`src/rtl/mem_stage_hs_if.sv`:
```
// mem_stage_hs_if: data-memory req/gnt + rvalid bus between the MEM stage (master) and memory (slave)
interface mem_stage_hs_if #(
  parameter int XLEN   = 32,
  parameter int ADDR_W = 32
) ();
  logic              req;
  logic              we;
  logic [XLEN/8-1:0] be;
  logic [ADDR_W-1:0] addr;
  logic [XLEN-1:0]   wdata;
  logic              gnt;
  logic              rvalid;
  logic [XLEN-1:0]   rdata;
  modport master (output req, we, be, addr, wdata, input gnt, rvalid, rdata);
  modport slave  (input req, we, be, addr, wdata, output gnt, rvalid, rdata);
endinterface

```
`src/rtl/mem_stage_hs.sv`:
```
// mem_stage_hs: stalling MEM stage over a req/gnt + rvalid dmem bus; define MEM_MISALIGN_TRAP_EN to trap misaligned accesses
module mem_stage_hs #(
  parameter int XLEN   = 32,
  parameter int ADDR_W = 32
) (
  input  logic              clk,
  input  logic              reset,
  input  logic              in_valid,
  input  logic              in_mem_read,
  input  logic              in_mem_write,
  input  logic [2:0]        in_funct3,
  input  logic [XLEN-1:0]   in_alu_result,
  input  logic [XLEN-1:0]   in_write_data,
  input  logic [4:0]        in_rd,
  input  logic              in_reg_write,
  input  logic [1:0]        in_result_src,
  input  logic [XLEN-1:0]   in_pcplus4,
  input  logic [XLEN-1:0]   in_immext,
  output logic              stall,
  mem_stage_hs_if.master    dmem,
  output logic              wb_valid,
  output logic              wb_reg_write,
  output logic [1:0]        wb_result_src,
  output logic [4:0]        wb_rd,
  output logic [XLEN-1:0]   wb_alu_result,
  output logic [XLEN-1:0]   wb_load_data,
  output logic [XLEN-1:0]   wb_pcplus4,
  output logic [XLEN-1:0]   wb_immext,
  output logic              wb_misalign
);
  localparam int NB = XLEN / 8;
  localparam int OB = $clog2(NB);
  localparam int SW = $clog2(XLEN) + 1;
  typedef enum logic {IDLE, RSP} state_t;
  state_t st, nxt;
  logic [OB-1:0] o;
  logic [1:0] sz;
  logic u, mem_op, mis, issue, done;
  logic [7:0] base;
  logic [XLEN-1:0] sh, lj, ext;
  logic signed [XLEN-1:0] sx;
  logic [SW-1:0] sft;
  assign o = in_alu_result[OB-1:0];
  assign mem_op = in_valid & (in_mem_read | in_mem_write);
  assign issue = mem_op & ~mis;
`ifdef MEM_MISALIGN_TRAP_EN
  logic [OB-1:0] lm;
  assign lm = OB'((OB'(1) << sz) - 1);
  assign mis = mem_op & |(o & lm);
  always_ff @(posedge clk) wb_misalign <= ~reset & mis;
`else
  assign mis = 1'b0;
  assign wb_misalign = 1'b0;
`endif
  always_comb begin
    sz = (XLEN == 32 && in_funct3[1:0] == 2'b11) ? 2'd2 :
         (XLEN == 32 && in_funct3 == 3'b110) ? 2'd0 : in_funct3[1:0];
    u = in_funct3[2];
    base = (sz == 2'd0) ? 8'h01 : (sz == 2'd1) ? 8'h03 : (sz == 2'd2) ? 8'h0F : 8'hFF;
    dmem.be = NB'(base) << o;
    dmem.wdata = in_write_data << {o, 3'b000};
    dmem.addr = {in_alu_result[ADDR_W-1:OB], OB'(0)};
    dmem.we = in_mem_write;
    sh = dmem.rdata >> {o, 3'b000};
    sft = SW'(XLEN - (8 << sz));
    lj = sh << sft;
    sx = $signed(lj) >>> sft;
    ext = u ? (lj >> sft) : sx;
  end
  always_ff @(posedge clk) st <= reset ? IDLE : nxt;
  always_comb begin
    dmem.req = ~reset & (st == IDLE) & issue;
    done = (st == IDLE) ? (issue & in_mem_write & dmem.gnt) : dmem.rvalid;
    nxt = (st == IDLE) ? ((issue & ~in_mem_write & dmem.gnt) ? RSP : IDLE) : (dmem.rvalid ? IDLE : RSP);
    stall = ~reset & issue & ~done;
  end
  always_ff @(posedge clk) begin
    if (reset) begin
      wb_valid <= 1'b0;
      wb_reg_write <= 1'b0;
      wb_result_src <= '0;
      wb_rd <= '0;
      wb_alu_result <= '0;
      wb_load_data <= '0;
      wb_pcplus4 <= '0;
      wb_immext <= '0;
    end else if (stall) begin
      wb_valid <= 1'b0;
      wb_reg_write <= 1'b0;
    end else begin
      wb_valid <= in_valid;
      wb_reg_write <= in_reg_write & ~mis;
      wb_result_src <= in_result_src;
      wb_rd <= in_rd;
      wb_alu_result <= in_alu_result;
      wb_load_data <= (issue & ~in_mem_write) ? ext : '0;
      wb_pcplus4 <= in_pcplus4;
      wb_immext <= in_immext;
    end
  end
endmodule

```
`src/flat_wrapper.sv`:
```
// flat-port wrapper written by rule: the top's interface ports become plain ports
module mem_stage_hs_flat 
#(
  parameter int XLEN   = 32,
  parameter int ADDR_W = 32
)
  (clk, reset, in_valid, in_mem_read, in_mem_write, in_funct3, in_alu_result, in_write_data, in_rd, in_reg_write, in_result_src, in_pcplus4, in_immext, stall, wb_valid, wb_reg_write, wb_result_src, wb_rd, wb_alu_result, wb_load_data, wb_pcplus4, wb_immext, wb_misalign, dmem_req, dmem_we, dmem_be, dmem_addr, dmem_wdata, dmem_gnt, dmem_rvalid, dmem_rdata);
  mem_stage_hs_if #(.XLEN(XLEN), .ADDR_W(ADDR_W)) dmem_i ();
  input  logic clk;
  input  logic reset;
  input  logic in_valid;
  input  logic in_mem_read;
  input  logic in_mem_write;
  input  logic [2:0] in_funct3;
  input  logic [XLEN-1:0] in_alu_result;
  input  logic [XLEN-1:0] in_write_data;
  input  logic [4:0] in_rd;
  input  logic in_reg_write;
  input  logic [1:0] in_result_src;
  input  logic [XLEN-1:0] in_pcplus4;
  input  logic [XLEN-1:0] in_immext;
  output logic stall;
  output logic wb_valid;
  output logic wb_reg_write;
  output logic [1:0] wb_result_src;
  output logic [4:0] wb_rd;
  output logic [XLEN-1:0] wb_alu_result;
  output logic [XLEN-1:0] wb_load_data;
  output logic [XLEN-1:0] wb_pcplus4;
  output logic [XLEN-1:0] wb_immext;
  output logic wb_misalign;
  output wire logic [$bits(dmem_i.req)-1:0] dmem_req;
  output wire logic [$bits(dmem_i.we)-1:0] dmem_we;
  output wire logic [$bits(dmem_i.be)-1:0] dmem_be;
  output wire logic [$bits(dmem_i.addr)-1:0] dmem_addr;
  output wire logic [$bits(dmem_i.wdata)-1:0] dmem_wdata;
  input wire logic [$bits(dmem_i.gnt)-1:0] dmem_gnt;
  input wire logic [$bits(dmem_i.rvalid)-1:0] dmem_rvalid;
  input wire logic [$bits(dmem_i.rdata)-1:0] dmem_rdata;
  assign dmem_req = dmem_i.req;
  assign dmem_we = dmem_i.we;
  assign dmem_be = dmem_i.be;
  assign dmem_addr = dmem_i.addr;
  assign dmem_wdata = dmem_i.wdata;
  assign dmem_i.gnt = dmem_gnt;
  assign dmem_i.rvalid = dmem_rvalid;
  assign dmem_i.rdata = dmem_rdata;
  mem_stage_hs #(.XLEN(XLEN), .ADDR_W(ADDR_W)) u_core (.clk(clk), .reset(reset), .in_valid(in_valid), .in_mem_read(in_mem_read), .in_mem_write(in_mem_write), .in_funct3(in_funct3), .in_alu_result(in_alu_result), .in_write_data(in_write_data), .in_rd(in_rd), .in_reg_write(in_reg_write), .in_result_src(in_result_src), .in_pcplus4(in_pcplus4), .in_immext(in_immext), .stall(stall), .dmem(dmem_i), .wb_valid(wb_valid), .wb_reg_write(wb_reg_write), .wb_result_src(wb_result_src), .wb_rd(wb_rd), .wb_alu_result(wb_alu_result), .wb_load_data(wb_load_data), .wb_pcplus4(wb_pcplus4), .wb_immext(wb_immext), .wb_misalign(wb_misalign));
endmodule
```
`config.mk`:
```
export PLATFORM = sky130hd
export DESIGN_NAME = mem_stage_hs_flat
export DESIGN_NICKNAME = d
export VERILOG_FILES = /design/src/rtl/mem_stage_hs_if.sv /design/src/rtl/mem_stage_hs.sv /design/src/flat_wrapper.sv
export SDC_FILE = /design/constraint.sdc
export NUM_CORES = 1
export LEC_CHECK = 0
export BUFFER_PORTS_ARGS = -buffer_cell sky130_fd_sc_hd__buf_2
export CAP_MARGIN = 10
export CORE_AREA = 2 2 151 153
export DETAILED_ROUTE_END_ITERATION = 8
export DIE_AREA = 0 0 153 155
export SLEW_MARGIN = 25
export SYNTH_ARGS = -nofsm -noshare
export SYNTH_HDL_FRONTEND = slang
export SYNTH_SLANG_ARGS = --single-unit
```
`constraint.sdc`:
```
create_clock -name clk -period 5 [get_ports clk]
set_input_delay 1 -clock clk [delete_from_list [all_inputs] [get_ports clk]]
set_output_delay 1 -clock clk [all_outputs]
set_load 0.02 [all_outputs]
```
==> impl_metrics.json <==
{
  "critical_path.n_buffers_inverters": 3,
  "fraction_of_synthesis_flops_using_an_asynchronous_set_or_reset_pin": 0,
  "syn2layout_area_growth_pct": 34.58,
  "fin_tns_setup_ns": 0,
  "die_height_um": 155,
  "num_antenna_cells": 0,
  "cts_max_path_buffers": 2,
  "synth_compound_area_frac": 0.2172,
  "core_um2": 22230,
  "yosys_register_bits": 138,
  "final_hpwl_dp_mm": 17.92,
  "cell_types_occupying_the_most_area_after_synthesis": "sky130_fd_sc_hd__dfxtp_1 (40%), sky130_fd_sc_hd__nand2_1 (14%), sky130_fd_sc_hd__a21oi_1 (8.6%)",
  "worst-slew-pin-transition_ns": 0.9523,
  "worst_slew_margin_rel": 0.3628,
  "drt-initial-drc-count": 417,
  "firstDrtPassIters": 5,
  "ys_warn_count": 0,
  "timing.critical_path.slowest_cell_delay_ns": 0.61,
  "antenna_found_initial": 1,
  "grt_setup_unrepaired": "false",
  "fin_area_um2": 9296,
  "place_area_um2": 8762,
  "post_synth_edffs": 0,
  "adder_and_majority_gate_portion_of_the_synthesized_area": 0.001811,
  "synth_top_area_frac": 0.3999,
  "layout_min_cycle_time_ns": 3.743,
  "clock_skew_ns": 0.008117,
  "worst-setup-path-type": "in -> out",
  "cts_tree": "built",
  "post_drt_via_cell_ratio": 4.946,
  "synth_sequential_area_ratio": 0.3999,
  "port_buffers": 383,
  "report.final.setup_viol": 0,
  "ir_worst_vdd_v": 0.0002182,
  "cpLargestDelayFamily": "buffers and inverters",
  "timing.critical_path.arrival_ns": 2.74,
  "postCtsResizedCells": 0,
  "slew_viol_final": 0,
  "wl_mm": 23.65,
  "timing.critical_path.cells": "buf_2, nor2b_1, buf_4, nand2_1, o21ai_0, buf_2",
  "leading_register_cell_type_out_of_synthesis": "sky130_fd_sc_hd__dfxtp_1",
  "number_of_library_cell_types_mapped_by_synthesis": 53,
  "final-seq-area_um2": 2763,
  "hold_path.class": "reg -> reg",
  "postSynthAreaPerCell_um2": 7.675,
  "maximum_number_of_pins_on_one_net_before_global_route_repair": 79,
  "fp.dieArea_um2": 23720,
  "post-route-drc-count": 0,
  "cts_post_setup_buffers_inserted": 0,
  "global_route.usage.total": 0.1905,
  "initial_core_util": 0.3108,
  "power-per-cell-area_nw_per_um2": 315.7,
  "netlist.top_cell.by_area": "sky130_fd_sc_hd__dfxtp_1",
  "vias": 7454,
  "place.gp.congestion": 0.8459,
  "fill_cells": 2347,
  "drv.max_cap_violation_count": 0,
  "cell_count_after_synthesis": 900,
  "min_period_over_period": 0.7485,
  "critical_path.endpoint_type": "primary output",
  "multiplexer_area_fraction_after_synthesis": 0.07970,
  "timing.critical_path.from_type": "input port",
  "fmaxAchievable_mhz": 267.2,
  "synth_top_family_by_area": "compound AO/OA/AOI/OAI gates",
  "synthSimpleGateAreaFrac": 0.2132,
  "num-nets-final": 1390,
  "ctsRootBufferMaster": "sky130_fd_sc_hd__clkbuf_16",
  "grt_pass1_wl_mm": 36.18,
  "worst_setup_hold_path_clk_slew_ns": 0.06,
  "multiInputGateArea_um2": 3555,
  "power.leakage_nw": 4.479,
  "grt-ovfl-total": 0,
  "floorplan.rows": 55,
  "drive_gt1_frac": 0.3756,
  "result_of_the_run": "completed",
  "final_hold_viol_count": 0,
  "remaining_antenna_violation_count": 0,
  "crit_fanout": 31,
  "cts_htree_levels": 4,
  "fp.dieW_um": 153,
  "wl_per_cell_um": 15.69,
  "numClockSinks": 138,
  "cts-buffers-inserted": 17,
  "worst_skew_pair.late_latency_ns": 0.41,
  "timing.critical_path.required_ns": 4.00,
  "design.portCount": 387,
  "post_synth_xor_area_fraction": 0,
  "timing.critical_path.mode_cell": "sky130_fd_sc_hd__buf_2",
  "critical_path.slowest_cell": "sky130_fd_sc_hd__nor2b_1",
  "ctsHoldBuffers": 0,
  "netlist_area_um2": 6908,
  "first_global_vias": 6737
}
## area by class of cell
class                      instances  share of cell area
timing repair buffer             397              0.2191
tap                              285             0.03836
clock buffer                      19             0.04657
inverter                          13            0.005518
sequential                       138              0.2972
multi-input combinational        644              0.3824
clock inverter                    11             0.01090
## final timing paths
path | end | slack, ns | cells after the start | from
setup / recovery | dmem_be[2] | 1.26 | 6 | in_alu_result[0]
hold / removal | u_core.wb_alu_result[14]$_SDFFE_PP0N_ | 0.44 | 2 | u_core.wb_alu_result[14]$_SDFFE_PP0N_
setup reg to reg | u_core.wb_pcplus4[15]$_SDFFE_PP0N_ | 2.72 | 6 | u_core.st$_SDFF_PP0_
hold reg to reg | u_core.wb_alu_result[14]$_SDFFE_PP0N_ | 0.44 | 2 | u_core.wb_alu_result[14]$_SDFFE_PP0N_
## registers in the layout (all words and copies together), names as in the netlist
| signal | count |
|---|---|
| u_core.wb_pcplus4 | 32 |
| u_core.st | 1 |
| u_core.wb_result_src | 2 |
| u_core.wb_rd | 5 |
| u_core.wb_load_data | 32 |
| u_core.wb_reg_write | 1 |
| u_core.wb_immext | 32 |
| u_core.wb_alu_result | 32 |
| u_core.wb_valid | 1 |
## cell usage in the layout (no fill, tap or decap), types with 3 or more instances in the layout
cell type                     n
sky130_fd_sc_hd__buf_2      382
sky130_fd_sc_hd__nand2_1    260
sky130_fd_sc_hd__dfxtp_1    138
sky130_fd_sc_hd__a21oi_1    119
sky130_fd_sc_hd__o21ai_0     30
sky130_fd_sc_hd__nor2_1      29
sky130_fd_sc_hd__a211oi_1    19
sky130_fd_sc_hd__mux2i_1     19
sky130_fd_sc_hd__clkbuf_16   17
sky130_fd_sc_hd__mux2_2      16
sky130_fd_sc_hd__a22oi_1     15
sky130_fd_sc_hd__buf_4       14
sky130_fd_sc_hd__nor2b_1     13
sky130_fd_sc_hd__o211ai_1    12
sky130_fd_sc_hd__nand4_1     12
sky130_fd_sc_hd__inv_1       11
sky130_fd_sc_hd__nor3_1      10
sky130_fd_sc_hd__mux4_2       8
sky130_fd_sc_hd__and2_1       8
sky130_fd_sc_hd__a31oi_1      7
sky130_fd_sc_hd__o22ai_1      7
sky130_fd_sc_hd__a22o_1       7
sky130_fd_sc_hd__o21ai_1      6
sky130_fd_sc_hd__nand3_1      6
sky130_fd_sc_hd__nand2b_1     4
sky130_fd_sc_hd__a2111oi_0    4
sky130_fd_sc_hd__clkinv_4     4
sky130_fd_sc_hd__clkinv_2     4
sky130_fd_sc_hd__conb_1       3
## worst register-to-register path, cell delays in order, from the launching register on
cell and delay, ns:
sky130_fd_sc_hd__dfxtp_1 0.40, sky130_fd_sc_hd__nor2_1 0.07, sky130_fd_sc_hd__a2111o_2 0.48, sky130_fd_sc_hd__inv_4 0.38, sky130_fd_sc_hd__buf_4 0.56, sky130_fd_sc_hd__nand2_1 0.17, sky130_fd_sc_hd__a21oi_1 0.15
## cells in the mapped netlist (2+ instances only)
library cell	n
sky130_fd_sc_hd__nand2_1	260
sky130_fd_sc_hd__dfxtp_1	138
sky130_fd_sc_hd__a21oi_1	119
sky130_fd_sc_hd__clkbuf_1	50
sky130_fd_sc_hd__buf_4	34
sky130_fd_sc_hd__o21ai_0	30
sky130_fd_sc_hd__nor2_1	29
sky130_fd_sc_hd__a211oi_1	19
sky130_fd_sc_hd__mux2i_1	19
sky130_fd_sc_hd__mux2_2	16
sky130_fd_sc_hd__a22oi_1	15
sky130_fd_sc_hd__nor2b_1	13
sky130_fd_sc_hd__nand4_1	12
sky130_fd_sc_hd__o211ai_1	12
sky130_fd_sc_hd__buf_1	11
sky130_fd_sc_hd__inv_1	11
sky130_fd_sc_hd__buf_2	10
sky130_fd_sc_hd__nor3_1	10
sky130_fd_sc_hd__and2_1	8
sky130_fd_sc_hd__mux4_2	8
sky130_fd_sc_hd__a22o_1	7
sky130_fd_sc_hd__a31oi_1	7
sky130_fd_sc_hd__o22ai_1	7
sky130_fd_sc_hd__nand3_1	6
sky130_fd_sc_hd__o21ai_1	6
sky130_fd_sc_hd__a2111oi_0	4
sky130_fd_sc_hd__nand2b_1	4
sky130_fd_sc_hd__a211o_1	2
sky130_fd_sc_hd__a211oi_2	2
sky130_fd_sc_hd__a21boi_0	2
sky130_fd_sc_hd__and3_1	2
sky130_fd_sc_hd__buf_6	2
sky130_fd_sc_hd__clkinv_1	2
sky130_fd_sc_hd__nor4_1	2
sky130_fd_sc_hd__o31ai_1	2
sky130_fd_sc_hd__o31ai_2	2
## through the flow
stage	power (mW)	cells	worst slack (ns)	hold slack (ns)	utilization
after floorplan	1.588	902	1.042	0.4914	-
after global placement	1.803	1476	1.098	0.4339	0.3933
after detailed placement	1.806	1477	1.031	0.4389	0.3942
after CTS	2.970	1507	1.249	0.4474	0.4182
after global routing	3.072	1507	1.079	0.4580	0.4182
final	2.935	1507	1.257	0.4444	0.4182
## cells by family after synthesis
kind of cell / Yosys count
AO/OA/AOI/OAI: 245
adder cells (fa/ha/maj): 1
buffers and inverters: 120
flip-flops: 138
multiplexers: 43
other: 1
AND/OR/NAND/NOR: 352
## layer usage
metal	wire length [um]	global-route usage	up-vias	part of all wire
met4	798	0.09259	2	0.034
met2	11350	0.3192	329	0.48
li1	-	-	3697	-
met1	9981	0.2347	3383	0.42
met5	12	0	-	0.00051
met3	1513	0.03872	43	0.064
## where the power goes
group	total (mW)	switching [mW]	internal, mW	leakage, nW
clock	1.15	0.474	0.678	0.263
sequential	1.18	0.0250	1.16	1.14
combinational	0.602	0.384	0.217	3.08
No activity file was read; power rests on OpenSTA's default activity.
